`src/rtl/buffer_id_ex.sv`:
```
// rtl/buffer_id_ex.sv - ID/EX pipeline register with stall, flush, bubble insertion and stall counter.
// Optional write-back bypass into the captured operands is enabled by defining WB_BYPASS_EN.
module buffer_id_ex #(
   parameter int DATA_W = 32,
   parameter int CNT_W  = 8
) (
   input  logic              clk,
   input  logic              rst_n,
   input  logic              in_valid,
   input  logic              stall,
   input  logic              flush,
   input  logic [DATA_W-1:0] rd_data1_in,
   input  logic [DATA_W-1:0] rd_data2_in,
   input  logic [DATA_W-1:0] imm_in,
   input  logic [DATA_W-1:0] pc4_in,
   input  logic [4:0]        rs_in,
   input  logic [4:0]        rt_in,
   input  logic [4:0]        rd_in,
   input  logic [9:0]        ctrl_in,
   input  logic              wb_regwrite,
   input  logic [4:0]        wb_reg,
   input  logic [DATA_W-1:0] wb_data,
   output logic              out_valid,
   output logic [DATA_W-1:0] rd_data1_out,
   output logic [DATA_W-1:0] rd_data2_out,
   output logic [DATA_W-1:0] imm_out,
   output logic [DATA_W-1:0] pc4_out,
   output logic [4:0]        rs_out,
   output logic [4:0]        rt_out,
   output logic [4:0]        rd_out,
   output logic [9:0]        ctrl_out,
   output logic [CNT_W-1:0]  stall_cnt
);

   typedef enum logic {
      EMPTY = 1'b0,
      FULL  = 1'b1
   } state_t;

   state_t            state_q, state_d;
   logic [DATA_W-1:0] rd_data1_q, rd_data1_d;
   logic [DATA_W-1:0] rd_data2_q, rd_data2_d;
   logic [DATA_W-1:0] imm_q, imm_d;
   logic [DATA_W-1:0] pc4_q, pc4_d;
   logic [4:0]        rs_q, rs_d;
   logic [4:0]        rt_q, rt_d;
   logic [4:0]        rd_q, rd_d;
   logic [9:0]        ctrl_q, ctrl_d;
   logic [CNT_W-1:0]  stall_cnt_q, stall_cnt_d;

   logic [DATA_W-1:0] op1_sel;
   logic [DATA_W-1:0] op2_sel;

`ifdef WB_BYPASS_EN
   // A register written back this cycle is not yet visible on the read ports.
   always_comb begin
      op1_sel = rd_data1_in;
      op2_sel = rd_data2_in;
      if (wb_regwrite && (wb_reg != 5'd0)) begin
         if (wb_reg == rs_in) op1_sel = wb_data;
         if (wb_reg == rt_in) op2_sel = wb_data;
      end
   end
`else
   logic unused_wb;
   assign unused_wb = ^{wb_regwrite, wb_reg, wb_data};

   always_comb begin
      op1_sel = rd_data1_in;
      op2_sel = rd_data2_in;
   end
`endif

   always_comb begin
      state_d     = state_q;
      rd_data1_d  = rd_data1_q;
      rd_data2_d  = rd_data2_q;
      imm_d       = imm_q;
      pc4_d       = pc4_q;
      rs_d        = rs_q;
      rt_d        = rt_q;
      rd_d        = rd_q;
      ctrl_d      = ctrl_q;
      stall_cnt_d = '0;

      if (flush) begin
         state_d = EMPTY;
         ctrl_d  = '0;
      end else if (stall) begin
         if (stall_cnt_q != {CNT_W{1'b1}}) begin
            stall_cnt_d = stall_cnt_q + CNT_W'(1);
         end else begin
            stall_cnt_d = stall_cnt_q;
         end
      end else begin
         rd_data1_d = op1_sel;
         rd_data2_d = op2_sel;
         imm_d      = imm_in;
         pc4_d      = pc4_in;
         rs_d       = rs_in;
         rt_d       = rt_in;
         rd_d       = rd_in;
         // An invalid slot becomes a bubble so it can never write state downstream.
         ctrl_d     = in_valid ? ctrl_in : 10'd0;
         case (state_q)
            EMPTY:   state_d = in_valid ? FULL : EMPTY;
            FULL:    state_d = in_valid ? FULL : EMPTY;
            default: state_d = EMPTY;
         endcase
      end
   end

   always_ff @(posedge clk) begin
      if (!rst_n) begin
         state_q     <= EMPTY;
         rd_data1_q  <= '0;
         rd_data2_q  <= '0;
         imm_q       <= '0;
         pc4_q       <= '0;
         rs_q        <= '0;
         rt_q        <= '0;
         rd_q        <= '0;
         ctrl_q      <= '0;
         stall_cnt_q <= '0;
      end else begin
         state_q     <= state_d;
         rd_data1_q  <= rd_data1_d;
         rd_data2_q  <= rd_data2_d;
         imm_q       <= imm_d;
         pc4_q       <= pc4_d;
         rs_q        <= rs_d;
         rt_q        <= rt_d;
         rd_q        <= rd_d;
         ctrl_q      <= ctrl_d;
         stall_cnt_q <= stall_cnt_d;
      end
   end

   assign out_valid    = (state_q == FULL);
   assign rd_data1_out = rd_data1_q;
   assign rd_data2_out = rd_data2_q;
   assign imm_out      = imm_q;
   assign pc4_out      = pc4_q;
   assign rs_out       = rs_q;
   assign rt_out       = rt_q;
   assign rd_out       = rd_q;
   assign ctrl_out     = ctrl_q;
   assign stall_cnt    = stall_cnt_q;

endmodule
```
`config.mk`:
```
export PLATFORM = sky130hd
export DESIGN_NAME = buffer_id_ex
export DESIGN_NICKNAME = d
export VERILOG_FILES = /design/src/rtl/buffer_id_ex.sv
export SDC_FILE = /design/constraint.sdc
export NUM_CORES = 1
export LEC_CHECK = 0
export BUFFER_PORTS_ARGS = -buffer_cell sky130_fd_sc_hd__buf_2
export CORE_MARGIN = 8
export CORE_UTILIZATION = 39
export CTS_CLUSTER_DIAMETER = 50
export DETAILED_ROUTE_END_ITERATION = 7
export PLACE_DENSITY_LB_ADDON = 0.2
export SLEW_MARGIN = 20
export SYNTH_ARGS = -nofsm -noshare
export SYNTH_HDL_FRONTEND = slang
export SYNTH_SLANG_ARGS = --single-unit
```
`constraint.sdc`:
```
create_clock -name clk -period 1.2 [get_ports clk]
set_input_delay 0 -clock clk [delete_from_list [all_inputs] [get_ports clk]]
set_output_delay 0 -clock clk [all_outputs]
set_load 0.02 [all_outputs]
```
==> results.json, run 1 <==
{
  "status": "finished clean",
  "routabilityCongestion": 0.8210,
  "sequentialPowerShare": 0.425,
  "synth.area.top_cells": "dfxtp_1 (54%), nand2_1 (18%), a21boi_0 (13%)",
  "via_per_inst": 4.674,
  "p_total_uw": 13450,
  "maxSlewHeadroom": 0.7635,
  "postLayoutCoreUtil": 0.6595,
  "grt_max_degree": 79,
  "cp-start-kind": "flop",
  "grt_pass1_wl_um": 32720,
  "yosysUniqueCellTypes": 28,
  "numClockSinks": 162,
  "core-area_mm2": 0.01509,
  "crit_buf_inv": 0,
  "fillCellCount": 1226,
  "hold_depth": 4,
  "fin_crit_sh": 0.9397,
  "rsz0062_at_grt": "no",
  "grt_overflow": 0,
  "drtAntennaViolNets": 0,
  "cts_tree": "done",
  "drc": 0,
  "grt_pass1_vias": 6383,
  "worstPathRequired_ns": 1.49,
  "initial_core_util": 0.3953,
  "yosys_warnings": 0,
  "fin_nets": 1338,
  "multi_input_area_mm2": 0.002504,
  "power_frac_comb": 0.135,
  "crit_family": "flip-flops",
  "yosysSeqAreaShare": 0.5437,
  "pwr-share-clk": 0.440,
  "hold_class": "input port to flop",
  "die_x_um": 139.7,
  "io_pins": 358,
  "drtIter0Drc": 306,
  "die_h_um": 139.7,
  "switchingPower_uw": 3196,
  "syn_nets": 887,
  "reg2reg_depth": 4,
  "row_count": 45,
  "syn2layout_area_growth_pct": 66.83,
  "reg2reg_from": "stall_cnt[0]$_SDFFE_PP0P_",
  "vias": 6277,
  "htreeDepth": 4,
  "wl_per_cell_um": 15.33,
  "r2r-end": "stall_cnt[5]$_SDFFE_PP0P_",
  "grt_use_total": 0.2065,
  "final.setup.tns_ns": 0,
  "internal-power_uw": 10250,
  "portBuffers": 319,
  "synth_seq_cells": 162,
  "critPathKind": "flop to flop",
  "cp_max_fo": 6,
  "fmax_ghz": 0.8868,
  "cpMaxStageDelayCell": "dfxtp_4",
  "regArea_mm2": 0.003256,
  "netlist.area_leader.share": 0.5437,
  "synth_cells": 690,
  "min_to": "stall_cnt[7]$_SDFFE_PP0P_",
  "vdd_drop_max_mv": 0.8681,
  "worst_pin_slew_ns": 0.3548,
  "path_clk_slew_ns": 0.06,
  "clk_latency_ns": 0.41,
  "crit_arrival_ns": 1.42,
  "clockBufferDepth": 2,
  "slew_violations": 0,
  "hold_viol_final": 0,
  "fin_skew_ns": 0.008797,
  "drt_first_pass_iters": 4,
  "dieArea_mm2": 0.01951,
  "p_per_area_mw_per_mm2": 1352,
  "post-cts-setup-buffers": 0,
  "drive_above_1_share": 0.3235,
  "cp-end-kind": "flop",
  "yosysTopAreaCell": "dfxtp_1",
  "dpl.hpwl_um": 13160,
  "r2r_setup_slack_ns": 0.07,
  "syn_area_mm2": 0.005964,
  "cts_buffers": 17,
  "root_buffer": "clkbuf_16",
  "max_stage_delay_ns": 0.37,
  "avgSynthCellArea_um2": 8.644,
  "cp-startpoint": "stall_cnt[0]$_SDFFE_PP0P_",
  "worstPathCellList": "ha_4 -> and3_4 -> a211oi_2 -> a211oi_2",
  "power.share.switching": 0.2376,
  "grt_antenna_before_repair": 2,
  "holdWs_ns": 0.06193,
  "p_leak_uw": 0.004572,
  "crit_top_cell": "a211oi_2",
  "hold_path.startpoint": "rst_n",
  "routed_wl_um": 20590,
  "final-setup-viol-count": 0,
  "finalCriticalPeriod_ns": 1.128,
  "cap_violations": 0
}
[per-stage QoR]
step	area, um2	instances	setup slack (ns)
2_1_floorplan	5993	690	0.00007427
3_3_place_gp	7755	1157	0.01348
3_5_place_dp	7755	1157	-0.01708
4_1_cts	9935	1341	0.03056
5_1_grt	9951	1343	0.01475
6_report	9951	1343	0.07240
[worst min-delay path, stage by stage]
cell	delay, ns
buf_4	0.15
nand3b_1	0.12
or4_1	0.12
nand2_1	0.05
[sequential cells by signal, indices dropped and copies added, names as in the netlist]
register and count:
ctrl_out 10, imm_out 32, rs_out 5, rd_out 5
stall_cnt 8, rt_out 5, rd_data2_out 32, rd_data1_out 32
pc4_out 32, out_valid 1
[routing by layer]
layer	share of wire	vias to the layer above	track usage	wire (um)
li1	-	3161	-	-
met1	0.41	2835	0.2283	8512
met2	0.46	240	0.3337	9461
met3	0.098	41	0.09610	2027
met4	0.029	0	0.09371	590
met5	0	-	0	0
[cell families (layout without fill, tap and decap cells)]
family          Yosys count  in the layout  share of synthesized area
other cells               0              2                          0
simple gates            307            307                     0.2014
compound gates          168            168                     0.2104
fa+ha+maj                 1              1                   0.002097
flops                   162            162                     0.5437
buf+inv                  52            515                    0.04237
[area by class of cell]
cell class                 count  area share
antenna                        2   0.0005030
clock inverter                12     0.02050
inverter                       1   0.0003772
clock buffer                  19     0.04451
sequential                   162      0.3272
tap                          188     0.02364
timing repair buffer         483      0.3317
multi-input combinational    476      0.2516
[power groups by stage]
stage	registers, uW	logic (uW)	clock network, uW
global placement	5820	1410	0
CTS	5710	1810	6080
global route	5730	1970	6290
floorplan	6120	480	0
finish	5710	1820	5920
detailed placement	5830	1410	0
[cells in the final DEF (no fill, tap or decap), drive strengths merged]
cell / netlist / routed
buf: 27 / 330
nand2: 289 / 289
dfxtp: 162 / 162
dlygate4sd3: 0 / 153
a21boi: 144 / 144
clkbuf: 24 / 19
a22o: 10 / 10
nor3: 5 / 5
bufinv: 0 / 5
clkinv: 0 / 5
a31oi: 4 / 4
o21ai: 4 / 4
nand3: 3 / 3
inv: 1 / 3
diode: 0 / 2
nand4: 2 / 2
a211oi: 2 / 2
a21oi: 2 / 2
nor2: 1 / 1
or2: 1 / 1
and4bb: 1 / 1
and3b: 1 / 1
nand3b: 1 / 1
and3: 1 / 1
and4: 1 / 1
a21o: 1 / 1
o311ai: 1 / 1
or4: 1 / 1
ha: 1 / 1
[worst max path at each step]
stage                                end  slack, ns  cells past startpoint
3_5_place_dp   stall_cnt[5]$_SDFFE_PP0P_      -0.02                      4
5_1_grt        stall_cnt[0]$_SDFFE_PP0P_       0.01                      4
4_1_cts        stall_cnt[5]$_SDFFE_PP0P_       0.03                      4
6_report       stall_cnt[5]$_SDFFE_PP0P_       0.07                      4
3_3_place_gp   stall_cnt[5]$_SDFFE_PP0P_       0.01                      4
2_1_floorplan  stall_cnt[5]$_SDFFE_PP0P_    0.00007                      5
[Yosys cell counts (all sizes together)]
library cell and count:
dfxtp 162, a21oi 2, a21o 1, or4 1
nand4 2, inv 1, nand3 3, ha 1
nand2 289, a211oi 2, nor3 5, a31oi 4
buf 27, clkbuf 24, and4bb 1, a22o 10
nor2 1, nand3b 1, and4 1, and3b 1
or2 1, o21ai 4, o311ai 1, a21boi 144
and3 1
[repair_timing]
action	in CTS	in global routing
resized for setup	1	3
hold buffers	153	0
endpoints found under the hold margin	153	0
pin swaps	0	0
setup endpoints to repair	1	3
(Power assumes the default switching activity.)
==> inputs of run 2 (changes only) <==
BUFFER_PORTS_ARGS = -buffer_cell sky130_fd_sc_hd__buf_4   (was -buffer_cell sky130_fd_sc_hd__buf_2)
==> run 2 against run 1 <==
Against the previous run:
- sequential power barely moved
- critical path depth did not move
- combinational power rose by 16%
- die area did not move
- global-route usage rose by 1.4 points
- clock skew fell by 0.0071 ns
- first-iteration DRC count rose by 28%
- wire length rose by 6.9%
- worst hold slack got worse by 0.042 ns
- final cell count rose by 0.15%
- clock-buffer cell count rose by 3
- register-to-register slack improved by 0.02 ns
- largest cell class unchanged
==> results.json, run 2 (synthesis gave the netlist of run 1 again) <==
{
  "status": "finished clean",
  "crit_arrival_ns": 1.44,
  "syn2layout_area_growth_pct": 79.78,
  "die_h_um": 139.7,
  "routabilityCongestion": 0.7939,
  "wl_per_cell_um": 16.37,
  "switchingPower_uw": 3227,
  "fin_nets": 1342,
  "cts_buffers": 17,
  "cp-end-kind": "flop",
  "worst_pin_slew_ns": 0.3696,
  "routed_wl_um": 22020,
  "dp_cells": 1158,
  "drtIter0Drc": 393,
  "root_buffer": "clkbuf_16",
  "postLayoutCoreUtil": 0.7106,
  "worstPathCellList": "ha_4 -> and3_4 -> a31oi_1 -> nor3_1",
  "max_stage_delay_ns": 0.38,
  "grt_pass1_vias": 6658,
  "path_clk_slew_ns": 0.06,
  "cp_max_fo": 6,
  "final_cell_mix": "buf_4 (328), nand2_1 (289), dfxtp_1 (155), dlygate4sd3_1 (153), a21boi_0 (107)",
  "fin_cells": 1345,
  "internal-power_uw": 10250,
  "crit_family": "simple AND/OR/NAND/NOR gates",
  "cts_tree": "done",
  "p_per_area_mw_per_mm2": 1257,
  "fin_skew_ns": 0.001659,
  "drive_above_1_share": 0.3253,
  "grt_overflow": 0,
  "via_per_inst": 4.734,
  "finalCriticalPeriod_ns": 1.110,
  "slew_violations": 0,
  "final_common_cell": "buf_4",
  "core-area_mm2": 0.01509,
  "fmax_ghz": 0.9011,
  "crit_buf_inv": 0,
  "p_leak_uw": 0.004709,
  "clockBufferDepth": 2,
  "cp-start-kind": "flop",
  "worstPathRequired_ns": 1.53,
  "drc": 0,
  "initial_core_util": 0.3953,
  "dieArea_mm2": 0.01951,
  "rsz0062_at_grt": "yes",
  "fin_crit_sh": 0.9248,
  "hold_class": "input port to flop",
  "cap_violations": 0,
  "grt_use_total": 0.2205,
  "fillCellCount": 1110,
  "maxSlewHeadroom": 0.7536,
  "portBuffers": 319,
  "dpl.hpwl_um": 13570,
  "grt_pass1_wl_um": 34740,
  "grt_antenna_before_repair": 1,
  "row_count": 45,
  "sequentialPowerShare": 0.425,
  "vias": 6367,
  "power.share.switching": 0.2394,
  "pwr-share-clk": 0.418,
  "final-setup-viol-count": 0,
  "cpMaxStageDelayCell": "dfxtp_4",
  "drtAntennaViolNets": 0,
  "power_frac_comb": 0.157,
  "clk_latency_ns": 0.41,
  "critPathKind": "flop to flop",
  "grt_max_degree": 82,
  "numClockSinks": 162,
  "htreeDepth": 4,
  "die_x_um": 139.7,
  "io_pins": 358,
  "vdd_drop_max_mv": 1.114,
  "hold_viol_final": 0,
  "drt_first_pass_iters": 4
}
## run 2: per-layer routing
| metal | wire length [um] | track usage |
|---|---|---|
| met2 | 10120 | 0.3530 |
| met3 | 2298 | 0.09952 |
| met4 | 822 | 0.1040 |
| met5 | 0 | 0 |
| met1 | 8782 | 0.2470 |
## run 2: through the flow
stage / total power (uW) / hold WS, ns / setup slack [ns] / TNS [ns] / instance area, um2
finish: 13480 / 0.01961 / 0.09026 / 0 / 10720
global route: 14050 / 0.03346 / -0.01268 / -0.02396 / 10720
CTS: 13590 / 0.003956 / 0.03117 / 0 / 10690
detailed placement: 7512 / 0.2232 / -0.005052 / -0.005052 / 8546
global placement: 7494 / 0.2154 / 0.01027 / 0 / 8546
floorplan: 6596 / 0.1326 / 0.00007427 / 0 / 5993
## run 2: repair_timing
action | in CTS | in global routing
endpoints found under the setup margin | 2 | 5
hold endpoints to repair | 153 | 0
resized for setup | 1 | 4
pin swaps | 0 | 2
setup buffers | 0 | 3
hold buffers | 153 | 0
## run 2: worst paths after layout
| check | startpoint | end | slack [ns] | cells past startpoint |
|---|---|---|---|---|
| setup / recovery | stall_cnt[1]$_SDFFE_PP0P_ | stall_cnt[6]$_SDFFE_PP0P_ | 0.09 | 4 |
| hold / removal | stall | stall_cnt[7]$_SDFFE_PP0P_ | 0.02 | 4 |
| setup reg to reg | stall_cnt[1]$_SDFFE_PP0P_ | stall_cnt[6]$_SDFFE_PP0P_ | 0.09 | 4 |
| hold reg to reg | rd_data2_out[29]$_SDFFE_PN0P_ | rd_data2_out[29]$_SDFFE_PN0P_ | 0.45 | 2 |
## run 2: cell type report
| type | instances | area [um2] | share of cell area |
|---|---|---|---|
| timing repair buffer | 487 | 4114 | 0.3837 |
| sequential | 162 | 3257 | 0.3037 |
| multi-input combinational | 476 | 2500 | 0.2331 |
| clock buffer | 22 | 485.5 | 0.04527 |
| tap | 188 | 235.2 | 0.02194 |
| clock inverter | 8 | 125.1 | 0.01167 |
| inverter | 1 | 3.754 | 0.0003501 |
| antenna | 1 | 2.502 | 0.0002334 |
## run 2: power by group through the flow
stage	Combinational (uW)	Sequential (uW)	Clock (uW)
detailed placement	1670	5840	0
global route	2260	5750	6040
global placement	1660	5830	0
finish	2120	5730	5640
floorplan	480	6120	0
CTS	2090	5720	5770
## run 2: tightest hold or removal path: cells and delay by family
family        cells  cell delay [ns]
buf+inv           1             0.13
simple gates      3             0.25
==> inputs of run 3 (changes only) <==
BUFFER_PORTS_ARGS = unset   (was -buffer_cell sky130_fd_sc_hd__buf_4)
CORE_UTILIZATION = 40   (was 39)
DONT_BUFFER_PORTS = 1   (was unset)
==> run 3 against run 2 <==
Against the previous run:
- the run now fails in clock tree synthesis (4_1_cts)
- area after synthesis unchanged
- synthesized cell count unchanged
==> results.json, run 3 <==
{
  "routabilityCongestion": 0.7453,
  "async_flop_share": 0,
  "synth_cells": 690,
  "synth.area.top_cells": "dfxtp_1 (54%), nand2_1 (18%), a21boi_0 (13%)",
  "row_count": 44,
  "synth_edf_count": 0,
  "avgSynthCellArea_um2": 8.644,
  "cts_resized": 0,
  "root_buffer": "clkbuf_16",
  "yosysTopAreaCell": "dfxtp_1",
  "cts_buffers": 17,
  "haltStage": "clock tree synthesis (4_1_cts)",
  "ctsHoldBuffers": 178,
  "error": "[ERROR RSZ-0060] Max buffer count reached.",
  "die_x_um": 138.1,
  "syn_nets": 887,
  "yosys-top-cells-count": "nand2_1 (289), dfxtp_1 (162), a21boi_0 (107)",
  "netlist.area_leader.share": 0.5437,
  "htreeDepth": 4,
  "synth_most_common_cell": "nand2_1",
  "yosysUniqueCellTypes": 28,
  "syn_area_mm2": 0.005964,
  "synthFlopType": "dfxtp_1",
  "status": "stopped before the end",
  "initial_core_util": 0.4104,
  "numClockSinks": 162,
  "io_pins": 358,
  "post-cts-setup-buffers": 0,
  "yosys_warnings": 0,
  "portBuffers": 0,
  "synth_seq_cells": 162,
  "yosysSeqAreaShare": 0.5437,
  "die_h_um": 138.1,
  "dpl.hpwl_um": 12400,
  "clockBufferDepth": 2
}
run 3: cell counts after synthesis:
Identical to the previous run, type by type.
run 3: cell families after synthesis:
logic type      synth area share
compound gates            0.2104
buf+inv                  0.04237
flops                     0.5437
fa+ha+maj               0.002097
simple gates              0.2014
run 3: through the flow:
step / worst slack [ns] / cell area (um2) / hold slack [ns] / std cells
global placement: 0.07291 / 6256 / 0.1331 / 853
detailed placement: 0.01255 / 6256 / 0.1426 / 853
floorplan: 0.00007427 / 5993 / 0.1326 / 690
==> inputs of run 4 (changes only) <==
CORE_UTILIZATION = 25   (was 40)
CTS_CLUSTER_DIAMETER = unset   (was 50)
PLACE_DENSITY_LB_ADDON = 0.15   (was 0.2)
clock period = 1.6 ns   (was 1.2 ns; I/O delays follow)
==> run 4 against run 3 <==
Against the previous run:
- the run again fails in clock tree synthesis (4_1_cts)
- area after synthesis stayed put
- synthesized cell count unchanged
==> results.json, run 4 <==
{
  "synthFlopType": "dfxtp_1",
  "htreeDepth": 4,
  "cts_resized": 0,
  "die_x_um": 170.5,
  "netlist.area_leader.share": 0.5437,
  "row_count": 56,
  "avgSynthCellArea_um2": 8.644,
  "initial_core_util": 0.2541,
  "error": "[ERROR RSZ-0060] Max buffer count reached.",
  "die_h_um": 170.5,
  "routabilityCongestion": 0.7867,
  "haltStage": "clock tree synthesis (4_1_cts)",
  "root_buffer": "clkbuf_16",
  "async_flop_share": 0,
  "yosysSeqAreaShare": 0.5437,
  "numClockSinks": 162,
  "yosys_warnings": 0,
  "yosysUniqueCellTypes": 28,
  "status": "stopped before the end",
  "clockBufferDepth": 2,
  "yosys-top-cells-count": "nand2_1 (289), dfxtp_1 (162), a21boi_0 (107)",
  "yosysTopAreaCell": "dfxtp_1",
  "syn_nets": 887,
  "ctsHoldBuffers": 201,
  "syn_area_mm2": 0.005964,
  "synth_cells": 690,
  "cts_buffers": 17,
  "dpl.hpwl_um": 13150,
  "synth_most_common_cell": "nand2_1",
  "io_pins": 358,
  "portBuffers": 0,
  "synth.area.top_cells": "dfxtp_1 (54%), nand2_1 (18%), a21boi_0 (13%)",
  "place_area_mm2": 0.006230,
  "post-cts-setup-buffers": 0,
  "synth_seq_cells": 162,
  "synth_edf_count": 0
}
[run 4: cell counts after synthesis]
No cell type changed its count.
[run 4: stage by stage]
stage                     utilization  std cells  setup WS (ns)
after floorplan                     -        690         0.1646
after global placement         0.2654        969         0.3540
after detailed placement       0.2654        969         0.3460
[run 4: cell families after synthesis]
group | after synthesis | synth area share
adders and majority gates | 1 | 0.002097
buffers and inverters | 52 | 0.04237
and+or+nand+nor | 307 | 0.2014
AOI/OAI and AO/OA | 168 | 0.2104
DFF | 162 | 0.5437
